--- config.mk ---
export PLATFORM = sky130hd
export DESIGN_NAME = instruction_fetch_unit
export DESIGN_NICKNAME = d
export VERILOG_FILES = /design/src/rtl/rv_core_pkg.sv /design/src/rtl/fetch_fifo.sv /design/src/rtl/instruction_fetch_unit.sv
export SDC_FILE = /design/constraint.sdc
export NUM_CORES = 1
export LEC_CHECK = 0
export BUFFER_PORTS_ARGS = -buffer_cell sky130_fd_sc_hd__buf_2
export CAP_MARGIN = 40
export CELL_PAD_IN_SITES_DETAIL_PLACEMENT = 1
export CELL_PAD_IN_SITES_GLOBAL_PLACEMENT = 1
export CORE_ASPECT_RATIO = 0.7
export CORE_MARGIN = 2
export CORE_UTILIZATION = 39
export CTS_CLUSTER_SIZE = 40
export DETAILED_ROUTE_END_ITERATION = 16
export GPL_TIMING_DRIVEN = 0
export PLACE_DENSITY = 0.83
export SKIP_LAST_GASP = 1
export SLEW_MARGIN = 40
export SYNTH_ARGS = -nofsm -noshare
export SYNTH_HDL_FRONTEND = slang
export SYNTH_HIERARCHICAL = 1
export SYNTH_SLANG_ARGS = --single-unit
export TNS_END_PERCENT = 1
--- constraint.sdc ---
create_clock -name clk -period 4.7 [get_ports clk]
set_input_delay 0.235 -clock clk [delete_from_list [all_inputs] [get_ports clk]]
set_output_delay 0.235 -clock clk [all_outputs]
set_load 0.01 [all_outputs]
--- src/rtl/rv_core_pkg.sv ---
// Shared core definitions used by the fetch front end.
package rv_core_pkg;

  localparam int XLEN        = 32;
  localparam int INSTR_BYTES = 4;

  localparam logic [XLEN-1:0] DEFAULT_RESET_PC = 32'h0000_0000;
  localparam logic [XLEN-1:0] NOP_INSTR        = 32'h0000_0013;

  // One buffered fetch: the instruction word and the address it came from.
  typedef struct packed {
    logic [XLEN-1:0] pc;
    logic [XLEN-1:0] instr;
  } fetch_entry_t;

  // Clear the byte-offset bits so the result is a legal instruction address.
  function automatic logic [XLEN-1:0] align_pc(input logic [XLEN-1:0] addr);
    return addr & ~XLEN'(INSTR_BYTES - 1);
  endfunction

endpackage

--- src/rtl/fetch_fifo.sv ---
// Small synchronous FIFO holding fetched {pc, instr} entries for decode.
module fetch_fifo
  import rv_core_pkg::*;
#(
  parameter int DEPTH = 2,
  localparam int AW   = $clog2(DEPTH)
) (
  input  logic         clk,
  input  logic         rst_n,
  input  logic         flush,
  input  logic         push,
  input  fetch_entry_t wdata,
  input  logic         pop,
  output fetch_entry_t rdata,
  output logic         full,
  output logic         empty,
  output logic [AW:0]  count
);

  fetch_entry_t  mem [DEPTH];
  logic [AW-1:0] head;
  logic [AW-1:0] tail;
  logic          do_pop;
  logic          do_push;

  // A pop on an empty buffer is meaningless; a push into a full buffer only
  // lands when the head leaves in the same cycle.
  assign do_pop  = pop && !empty;
  assign do_push = push && (!full || do_pop);

  assign empty = (count == '0);
  assign full  = (count == (AW+1)'(DEPTH));
  assign rdata = mem[head];

  // Storage, pointers and occupancy; flush drops everything but leaves data.
  always_ff @(posedge clk) begin
    if (!rst_n) begin
      head  <= '0;
      tail  <= '0;
      count <= '0;
      for (int i = 0; i < DEPTH; i++) begin
        mem[i] <= '0;
      end
    end else if (flush) begin
      head  <= '0;
      tail  <= '0;
      count <= '0;
    end else begin
      if (do_push) begin
        mem[tail] <= wdata;
        tail      <= tail + AW'(1);
      end
      if (do_pop) begin
        head <= head + AW'(1);
      end
      unique case ({do_push, do_pop})
        2'b10:   count <= count + (AW+1)'(1);
        2'b01:   count <= count - (AW+1)'(1);
        default: count <= count;
      endcase
    end
  end

endmodule

--- src/rtl/instruction_fetch_unit.sv ---
// Fetch front end: owns the PC, issues word fetches, buffers results for
// decode and restarts cleanly on branch/jump redirects.
module instruction_fetch_unit
  import rv_core_pkg::*;
#(
  parameter logic [31:0] RESET_PC   = DEFAULT_RESET_PC,
  parameter int          DEPTH      = 2,
  parameter int          IMEM_WORDS = 1024
) (
  input  logic        clk,
  input  logic        rst_n,
  output logic [31:0] imem_addr,
  input  logic [31:0] imem_rdata,
  input  logic        redirect_valid,
  input  logic [31:0] redirect_pc,
  output logic        out_valid,
  input  logic        out_ready,
  output logic [31:0] out_instr,
  output logic [31:0] out_pc,
  output logic        fetch_fault
);

  localparam int          CW       = $clog2(DEPTH) + 1;
  localparam logic [31:0] PC_LIMIT = 32'(IMEM_WORDS * INSTR_BYTES);

  logic [31:0]   pc;
  logic          in_range;
  logic          pop;
  logic          push;
  logic          fifo_full;
  logic          fifo_empty;
  logic [CW-1:0] fifo_count;
  fetch_entry_t  wr_entry;
  fetch_entry_t  head_entry;

  assign imem_addr = pc;
  assign in_range  = (pc < PC_LIMIT);

  // A redirect voids any handshake in its cycle, so neither pop nor push fire.
  assign pop  = out_ready && !fifo_empty && !redirect_valid;
  assign push = !redirect_valid && !fetch_fault && in_range && (!fifo_full || pop);

  assign wr_entry.pc    = pc;
  assign wr_entry.instr = imem_rdata;

  assign out_valid = (fifo_count != '0);
  assign out_instr = head_entry.instr;
  assign out_pc    = head_entry.pc;

  fetch_fifo #(
    .DEPTH (DEPTH)
  ) u_fifo (
    .clk   (clk),
    .rst_n (rst_n),
    .flush (redirect_valid),
    .push  (push),
    .wdata (wr_entry),
    .pop   (pop),
    .rdata (head_entry),
    .full  (fifo_full),
    .empty (fifo_empty),
    .count (fifo_count)
  );

  // PC sequencing and the sticky out-of-range fault; redirect outranks both.
  always_ff @(posedge clk) begin
    if (!rst_n) begin
      pc          <= RESET_PC;
      fetch_fault <= 1'b0;
    end else if (redirect_valid) begin
      pc          <= align_pc(redirect_pc);
      fetch_fault <= 1'b0;
    end else if (push) begin
      pc <= pc + 32'(INSTR_BYTES);
    end else if (!in_range) begin
      fetch_fault <= 1'b1;
    end
  end

endmodule
# Word level (Yosys, flattened, before mapping)

Memory sizes are Yosys's and may differ from the RTL's. A register that Yosys moved wholly into a read port is not among the register bits.
Cells that the tools add are included.

Memories: 1
Input bits: 68
Logic and storage cells: 52
Memory bits (writable): 128
Register bits after elaboration: 37
Output and inout port bits: 98

Memory list:

| name       | words | bits a word | read ports | clocked after memory_dff | write ports | line             | RTL |
|---|---|---|---|---|---|---|---|
| u_fifo.mem | 2     | 64          | 1          | 1                        | 2           | fetch_fifo.sv:20 | `fetch_entry_t mem [DEPTH];` |

Bitwise gates (word level): 3
Reduce and logical (&&, ||, !) cells: 20
$lt $le $gt $ge: 1
Equal/unequal tests: 3
$add $sub $neg: 5
Muxes and demuxes: 13

Operators with widths:

| kind                                                          | number |
|---|---|
| 2-to-1 mux 32 bit                                             | 2 |
| 2-to-1 mux 64 bit                                             | 1 |
| OR reduction 64 bit                                           | 1 |
| adder 32 x 3 -> 32 bit (second input constant)                | 1 |
| less-than comparator 32 x 13 -> 1 bit (second input constant) | 1 |
| 2-to-1 mux 1 bit                                              | 9 |
| logical AND 1 bit                                             | 7 |
| nonzero test 2 bit                                            | 3 |
| equality test 2 bit (second input constant)                   | 2 |
| logical NOT 1 bit                                             | 4 |
| case mux 2 bit (2 select lines)                               | 1 |
| NOT 1 bit                                                     | 3 |
| adder 1 bit (second input constant)                           | 2 |
| adder 2 x 1 -> 2 bit (second input constant)                  | 1 |
| equality test 2 x 1 -> 1 bit (second input constant)          | 1 |
| logical NOT 2 bit                                             | 1 |
| logical OR 1 bit                                              | 2 |
| AND reduction 2 bit                                           | 1 |
| OR reduction 2 bit                                            | 1 |
| subtractor 2 x 1 -> 2 bit (second input constant)             | 1 |

# Logic depth before layout (Yosys ltp)

Gate-level depths: netlist (run 1).

Depth in word-level cells: 13
Gate-level depth with buffers: 10
Gate-level depth less buffers: 7

# Hierarchy

The synthesis (run 1) kept the hierarchy.

Modules (own cells, without submodules):

| module                 | area each (um^2) | instances | cells an instance | seq. area each (um^2) |
|---|---|---|---|---|
| fetch_fifo             | 5,796.8          | 1         | 373               | 3,943.8 |
| instruction_fetch_unit | 1,575.3          | 1         | 178               | 620.6 |

# Worst setup path after synthesis (run 1)

OpenSTA, ideal clock, no wires.

Kind: reg-to-reg
Start point: register pc[28], in the netlist imem_addr[28]
End point: memory u_fifo/mem[0][0] in the netlist's numbering (enable)
Required time: 4.268 ns
Setup slack: 0.285 ns
Setup time: 0.432 ns
Arrival: 3.983 ns
Path buffers: 3
Stages on the path, launching flop included: 9
Period minus slack after synthesis: 4.415 ns
Cell sequence: dfxtp_1 -> or4_1 -> buf_2 -> a2111o_1 -> buf_2 -> nor3_1 -> nor4b_4 -> buf_6 -> nand2b_1

RTL lines:

| element                | line                         | RTL |
|---|---|---|
| from (decl)            | instruction_fetch_unit.sv:26 | `logic [31:0] pc;` |
| from (signal assigned) | instruction_fetch_unit.sv:71 | `pc <= align_pc(redirect_pc);` |
| from (signal assigned) | instruction_fetch_unit.sv:74 | `pc <= pc + 32'(INSTR_BYTES);` |
| to (decl)              | fetch_fifo.sv:20             |  |

==> flow_summary.yaml, run 1 <==
grt:
  grt_pass1_vias: 5252
  antenna_found_initial: 0
  grt_usage: 0.201
  grt_max_degree: 37
  grt-ovfl-total: 0
  grt_pass1_wl_mm: 30.1
timing:
  rsz0062_at_grt: "false"
  hold_violations: 0
  fin_tns_setup_ns: 0
  final.period_utilization: 0.858
  maxSlewViolCount: 0
  max_slew_margin: 0.510
  period_needed_ns: 4.03
  skew_ns: 0.0119
  fmax_mhz: 248
  setup_viol: 0
  worstMarginPinSlew_ns: 0.735
  fin_hold_ws_ns: 0.0567
pwr:
  clkPwrFrac: 0.428
  p_sw_frac: 0.253
  powerDensity_nw_per_um2: 358
  peakVddDrop_uv: 198
  p_sw_mw: 0.831
  leakage_nw: 3.81
  p_seq_frac: 0.503
  internal-power_mw: 2.45
  share_comb_of_total_power: 0.069
routing:
  wl_per_cell_um: 19.8
  drt-pass1-iter-count: 4
  finalWirelength_mm: 19.6
  drt-initial-drc-count: 248
  dr_total_vias: 5005
  antenna_left: 0
  drc: 0
  viasPerCell: 5.04
synthesis:
  yosys.area.top_type: "edfxtp_1"
  synth_flop_cell: "edfxtp_1"
  synth_warnings: 6
  synth_cell_type_count: 49
  synth_area_per_cell_um2: 13.4
  synth-edff-count: 128
  async_flop_share: 0
  ys_ff_latch: 164
  yosysMostFrequentCell: "and2_1"
  syn_inst: 551
  yosys-top-cells-count: "and2_1 (129), edfxtp_1 (128), mux2_2 (64), dfxtp_1 (36), nor2b_1 (23)"
  synth_area_leaders: "edfxtp_1 (52%), and2_1 (11%), dfxtp_1 (9.8%)"
  ys_seq_area_frac: 0.619
  synth_top_area_frac: 0.521
  syn-cell-area_um2: 7370
cells_and_area:
  final_nets: 807
  drive_gt1_frac: 0.383
  final_cells: 994
  area_delta_synth_final_pct: 24.3
  fin_util: 0.490
  fillers: 1959
floorplan:
  initial_core_util: 0.394
  dieArea_um2: 20000
  die_y_um: 119
  die_w_um: 168
  core_area_um2: 18700
  row_count: 42
  io_pins: 166
critical_path:
  worstSetupPathType: "flop to flop"
  slowest_stage: "nor3_1"
  cp.required_ns: 4.82
  worst_path_most_repeated_cell: "buf_2"
  start_kind: "flop"
  max_stage_delay_ns: 0.56
  ff2ff_setup_slack_ns: 0.67
  timing.rr.end: "u_fifo/mem[1][23]"
  path_cells: "or4_1, buf_2, a2111o_1, buf_2, nor3_1, nor3b_2, buf_2, nand2b_4, buf_12"
  endpoint_kind: "flop"
  worst_r2r_startpoint: "imem_addr[28]"
  r2r_cells: 9
  worstPathMaxFanout: 34
  arrival_ns: 4.16
status:
  status: "finished, final reports clean"
clocking:
  cts_max_path_buffers: 2
  clk_latency_ns: 0.43
  cts_root_buf: "clkbuf_16"
  clkTransAtPathRegs_ns: 0.07
  cts_hold_buf: 0
  post_cts_resized: 0
  cts_made_buffers: 17
  cts_tree: "yes"
  cts.sinks: 164
  post-cts-setup-buffer-count: 0
  cts.htree.levels: 4
placement:
  io_buffers: 161
  gp_congestion: 0.809
  dpl.cell_count: 961
  dp_hpwl_mm: 13.6
worst_hold_path:
  hold_path.class: "input pin to flop"
  holdCritStartpoint: "redirect_pc[20]"
  hold_path_end: "imem_addr[20]"
  holdPathStages: 3
flow_run:
  drv_cap: 0
## routing by layer
metal | routed length, µm | track usage | vias up
met4 | 229 | 0.0512 | 0
met2 | 9020 | 0.322 | 174
met5 | 0 | 0 | -
met1 | 9010 | 0.270 | 2460
met3 | 1380 | 0.0582 | 19
li1 | - | - | 2352
## sequential cells by signal, indices dropped and copies added, names as in the netlist, named ones only
name,flops
u_fifo/count,2
u_fifo/head,1
imem_addr,30
fetch_fault,1
u_fifo/tail,1
u_fifo/mem,128
## power by group through the flow
stage,combinational (mW),sequential (mW),clock [mW]
6_report,0.226,1.65,1.40
5_1_grt,0.247,1.66,1.49
4_1_cts,0.228,1.65,1.44
3_5_place_dp,0.226,1.68,0
3_3_place_gp,0.213,1.69,0
2_1_floorplan,0.111,1.68,0
## metrics by stage
| step | area [µm²] | worst slack, ns | power (mW) |
|---|---|---|---|
| CTS | 9160 | 0.570 | 3.32 |
| global placement | 8500 | -1.19 | 1.90 |
| floorplan | 7390 | 0.285 | 1.79 |
| finish | 9160 | 0.665 | 3.28 |
| global route | 9160 | 0.311 | 3.40 |
| detailed placement | 8550 | 0.641 | 1.91 |
## worst max-delay path: cells and delay by family (launching register included)
family,cells,cell delay (ns)
buf+inv,4,0.96
simple gates,4,1.99
flops,1,0.35
compound gates,1,0.39
## cell type report
class,count,area (µm²),share of cell area
clock inverters,14,153,0.0167
multi-input cells,353,2630,0.287
clock buffers,18,450,0.0492
plain buffers,36,201,0.0220
diodes,1,2.50,0.000273
repair buffers,163,846,0.0923
well taps,242,303,0.0331
flip-flops and latches,164,4560,0.498
inverters,3,11.3,0.00123
## cell families (layout without fill, tap and decap cells)
| group | count (synthesis) | after routing | share of synthesized area |
|---|---|---|---|
| AND/OR/NAND/NOR | 222 | 222 | 0.187 |
| AO/OA/AOI/OAI | 38 | 38 | 0.0355 |
| XOR/XNOR | 2 | 2 | 0.00238 |
| multiplexers | 84 | 84 | 0.125 |
| adder cells (fa/ha/maj) | 1 | 1 | 0.00170 |
| flip-flops | 164 | 164 | 0.619 |
| buffers and inverters | 39 | 234 | 0.0289 |
| other | 1 | 7 | 0.000509 |
## worst max path at each step
stage | endpoint | from | depth (start not counted) | slack (ns)
2_1_floorplan | u_fifo/mem[0][0] | imem_addr[28] | 8 | 0.28
3_3_place_gp | u_fifo/mem[1][26] | imem_addr[28] | 8 | -1.19
3_5_place_dp | u_fifo/mem[1][26] | imem_addr[28] | 9 | 0.64
4_1_cts | u_fifo/mem[1][23] | imem_addr[28] | 9 | 0.57
5_1_grt | u_fifo/mem[1][22] | imem_addr[28] | 9 | 0.31
6_report | u_fifo/mem[1][23] | imem_addr[28] | 9 | 0.67
## layout by cell type (no fill, tap or decap), types with 3 or more instances in the layout
master     count
a21oi_1        7
a31oi_1        3
and2_1       129
and3_1         4
buf_1          3
buf_2        170
buf_4          3
buf_6          5
clkbuf_1      11
clkbuf_16     18
clkbuf_2       5
clkinv_8       3
conb_1         6
dfxtp_1       36
edfxtp_1     128
inv_1          3
inv_6          4
inv_8          4
mux2_2        64
mux2i_1       20
nand2_1        6
nand2b_1       6
nand3_1        6
nand4_1        4
nor2_1        11
nor2b_1       23
nor3_1         6
nor4_1         9
o21ai_0       11
o311a_1        3
or3_1          4
or4_1          3
Power figures use the tool's default switching activity.
==> inputs of run 2 (changes only) <==
--- a/config.mk
+++ b/config.mk
@@ -14,12 +14,10 @@
 export CORE_UTILIZATION = 39
 export CTS_CLUSTER_SIZE = 40
 export DETAILED_ROUTE_END_ITERATION = 16
-export GPL_TIMING_DRIVEN = 0
 export PLACE_DENSITY = 0.83
 export SKIP_LAST_GASP = 1
 export SLEW_MARGIN = 40
 export SYNTH_ARGS = -nofsm -noshare
 export SYNTH_HDL_FRONTEND = slang
-export SYNTH_HIERARCHICAL = 1
 export SYNTH_SLANG_ARGS = --single-unit
 export TNS_END_PERCENT = 1
==> run 2 against run 1 <==
Net effect:
- worst hold slack gained 0.017 ns
- maximum frequency rose by 27%
- non-clock buffer count shrank 35
- synthesized cell count shrank 13%
- global-route usage fell by 2.5 points
- clock power barely moved
- routed wire length down 19%
- sequential share of layout area rose by 1.8 points
- sequential power about the same
- clock skew hardly changed
==> flow_summary.yaml, run 2 <==
status:
  status: "finished, final reports clean"
synthesis:
  ys_ff_latch: 160
  synth_area_per_cell_um2: 14.3
  async_flop_share: 0
  yosys-top-cells-count: "edfxtp_1 (124), and2_1 (86), mux2_2 (62), dfxtp_1 (36), nor2b_1 (20)"
  yosys.area.top_type: "edfxtp_1"
  synth-edff-count: 124
  synth_cell_type_count: 47
  syn-cell-area_um2: 6890
  synth_area_leaders: "edfxtp_1 (54%), dfxtp_1 (10%), mux2_2 (10%)"
  synth_flop_cell: "edfxtp_1"
  yosysMostFrequentCell: "edfxtp_1"
  ys_seq_area_frac: 0.645
  syn_inst: 482
  synth_top_area_frac: 0.541
  synth_warnings: 0
floorplan:
  initial_core_util: 0.400
  dieArea_um2: 18800
  row_count: 40
  core_area_um2: 17200
  die_w_um: 163
  die_y_um: 115
  io_pins: 166
pwr:
  leakage_nw: 3.58
  powerDensity_nw_per_um2: 379
  peakVddDrop_uv: 213
  total_power_mw: 3.27
routing:
  drt-pass1-iter-count: 4
  finalWirelength_mm: 15.9
  drc: 0
  drt-initial-drc-count: 236
  dr_total_vias: 4427
  wl_per_cell_um: 17.2
  viasPerCell: 4.80
  antenna_left: 0
timing:
  final.period_utilization: 0.675
  worstMarginPinSlew_ns: 0.828
  setup_viol: 0
  hold_violations: 0
  maxSlewViolCount: 0
  period_needed_ns: 3.17
  fin_hold_ws_ns: 0.0734
  max_slew_margin: 0.444
  skew_ns: 0.0118
  fmax_mhz: 315
  rsz0062_at_grt: "false"
worst_hold_path:
  hold_path.class: "input pin to flop"
critical_path:
  slowest_stage: "nand4_2"
  endpoint_kind: "flop"
  arrival_ns: 3.23
  worstPathMaxFanout: 62
  max_stage_delay_ns: 0.66
  cp_top_family: "simple AND/OR/NAND/NOR gates"
  start_kind: "flop"
  cp_num_buf_inv: 1
  worstSetupPathType: "flop to flop"
  cp.required_ns: 4.76
  path_cells: "nor4_1, nand4_2, or2_1, o31ai_4, buf_6"
clocking:
  cts_root_buf: "clkbuf_16"
  clkTransAtPathRegs_ns: 0.07
  cts_tree: "yes"
  cts_made_buffers: 17
  cts.sinks: 160
  cts.htree.levels: 4
  post_cts_resized: 0
  post-cts-setup-buffer-count: 0
  cts_max_path_buffers: 2
  clk_latency_ns: 0.43
  cts_hold_buf: 0
grt:
  grt_pass1_wl_mm: 25.0
  grt_usage: 0.176
  antenna_found_initial: 0
  grt_max_degree: 63
  grt_pass1_vias: 4760
  grt-ovfl-total: 0
cells_and_area:
  drive_gt1_frac: 0.391
  top_register: "u_fifo.mem"
  final_common_cell: "buf_2"
  area_delta_synth_final_pct: 25.2
  final_nets: 748
  fillers: 1792
  mostFrequentLayoutCells: "buf_2 (158), edfxtp_1 (124), and2_1 (86), mux2_2 (62), conb_1 (44)"
  diodes: 0
  largest_reg_flops: 124
  final_cells: 922
placement:
  io_buffers: 159
  dpl.cell_count: 890
  gp_congestion: 0.747
  dp_hpwl_mm: 10.6
flow_run:
  drv_cap: 0
run 2: cell count changes in the layout (fill, tap and decap cells not counted), moves of 6 or more:
cell      change
o21ai_0       -6
buf_2        -12
conb_1       +38
and2_1       -43
clkbuf_1     -11
run 2: cell families (layout without fill, tap and decap cells):
logic type      count (synthesis)  after routing  share of synthesized area
buf+inv                        33            199                     0.0305
xor+xnor                        3              3                    0.00382
simple gates                  172            172                      0.157
other cells                     1             44                   0.000544
compound gates                 30             30                     0.0302
flops                         160            160                      0.645
fa+ha+maj                       2              2                    0.00363
mux                            81             81                      0.129
run 2: final cells by class:
type	count	area, µm²	share of cell area
clock buffer	17	425	0.0493
multi-input combinational	332	2420	0.281
timing repair buffer	164	843	0.0978
clock inverter	15	183	0.0212
inverter	3	11.3	0.00131
sequential	160	4450	0.516
tap	231	289	0.0335
run 2: metrics by stage:
step | TNS, ns | util | cell area [µm²] | worst slack (ns)
3_3_place_gp | 0 | 0.465 | 8000 | 1.51
6_report | 0 | 0.501 | 8620 | 1.53
2_1_floorplan | -224.50 | - | 7050 | -1.81
4_1_cts | 0 | 0.500 | 8610 | 1.38
3_5_place_dp | 0 | 0.465 | 8010 | 1.42
5_1_grt | 0 | 0.501 | 8620 | 1.31
run 2: per-layer routing:
metal | vias up | share of wire | track usage
li1 | 2111 | - | -
met1 | 2198 | 0.44 | 0.215
met2 | 101 | 0.50 | 0.307
met3 | 17 | 0.047 | 0.0451
met4 | 0 | 0.012 | 0.0608
met5 | - | 0 | 0
run 2: worst paths after layout:
| path | from | endpoint | slack, ns | cells past startpoint |
|---|---|---|---|---|
| worst max register to register | imem_addr[19] | u_fifo.mem[1][18] | 1.53 | 5 |
| worst min register to register | u_fifo.head | u_fifo.head | 0.51 | 2 |
| worst max-delay path | imem_addr[19] | u_fifo.mem[1][18] | 1.53 | 5 |
| worst min-delay path | redirect_pc[27] | imem_addr[27] | 0.07 | 3 |
run 2: report_power, final:
part           internal, mW  leakage (nW)  switching [mW]
clock                 0.768         0.300           0.643
combinational        0.0953          1.71           0.134
sequential             1.59          1.56          0.0347
run 2: worst reg2reg max path, cell delays in order (launching register included):
cell and delay, ns:
dfxtp_1 0.32, nor4_1 0.50, nand4_2 0.66, or2_1 0.53, o31ai_4 0.21, buf_6 0.48
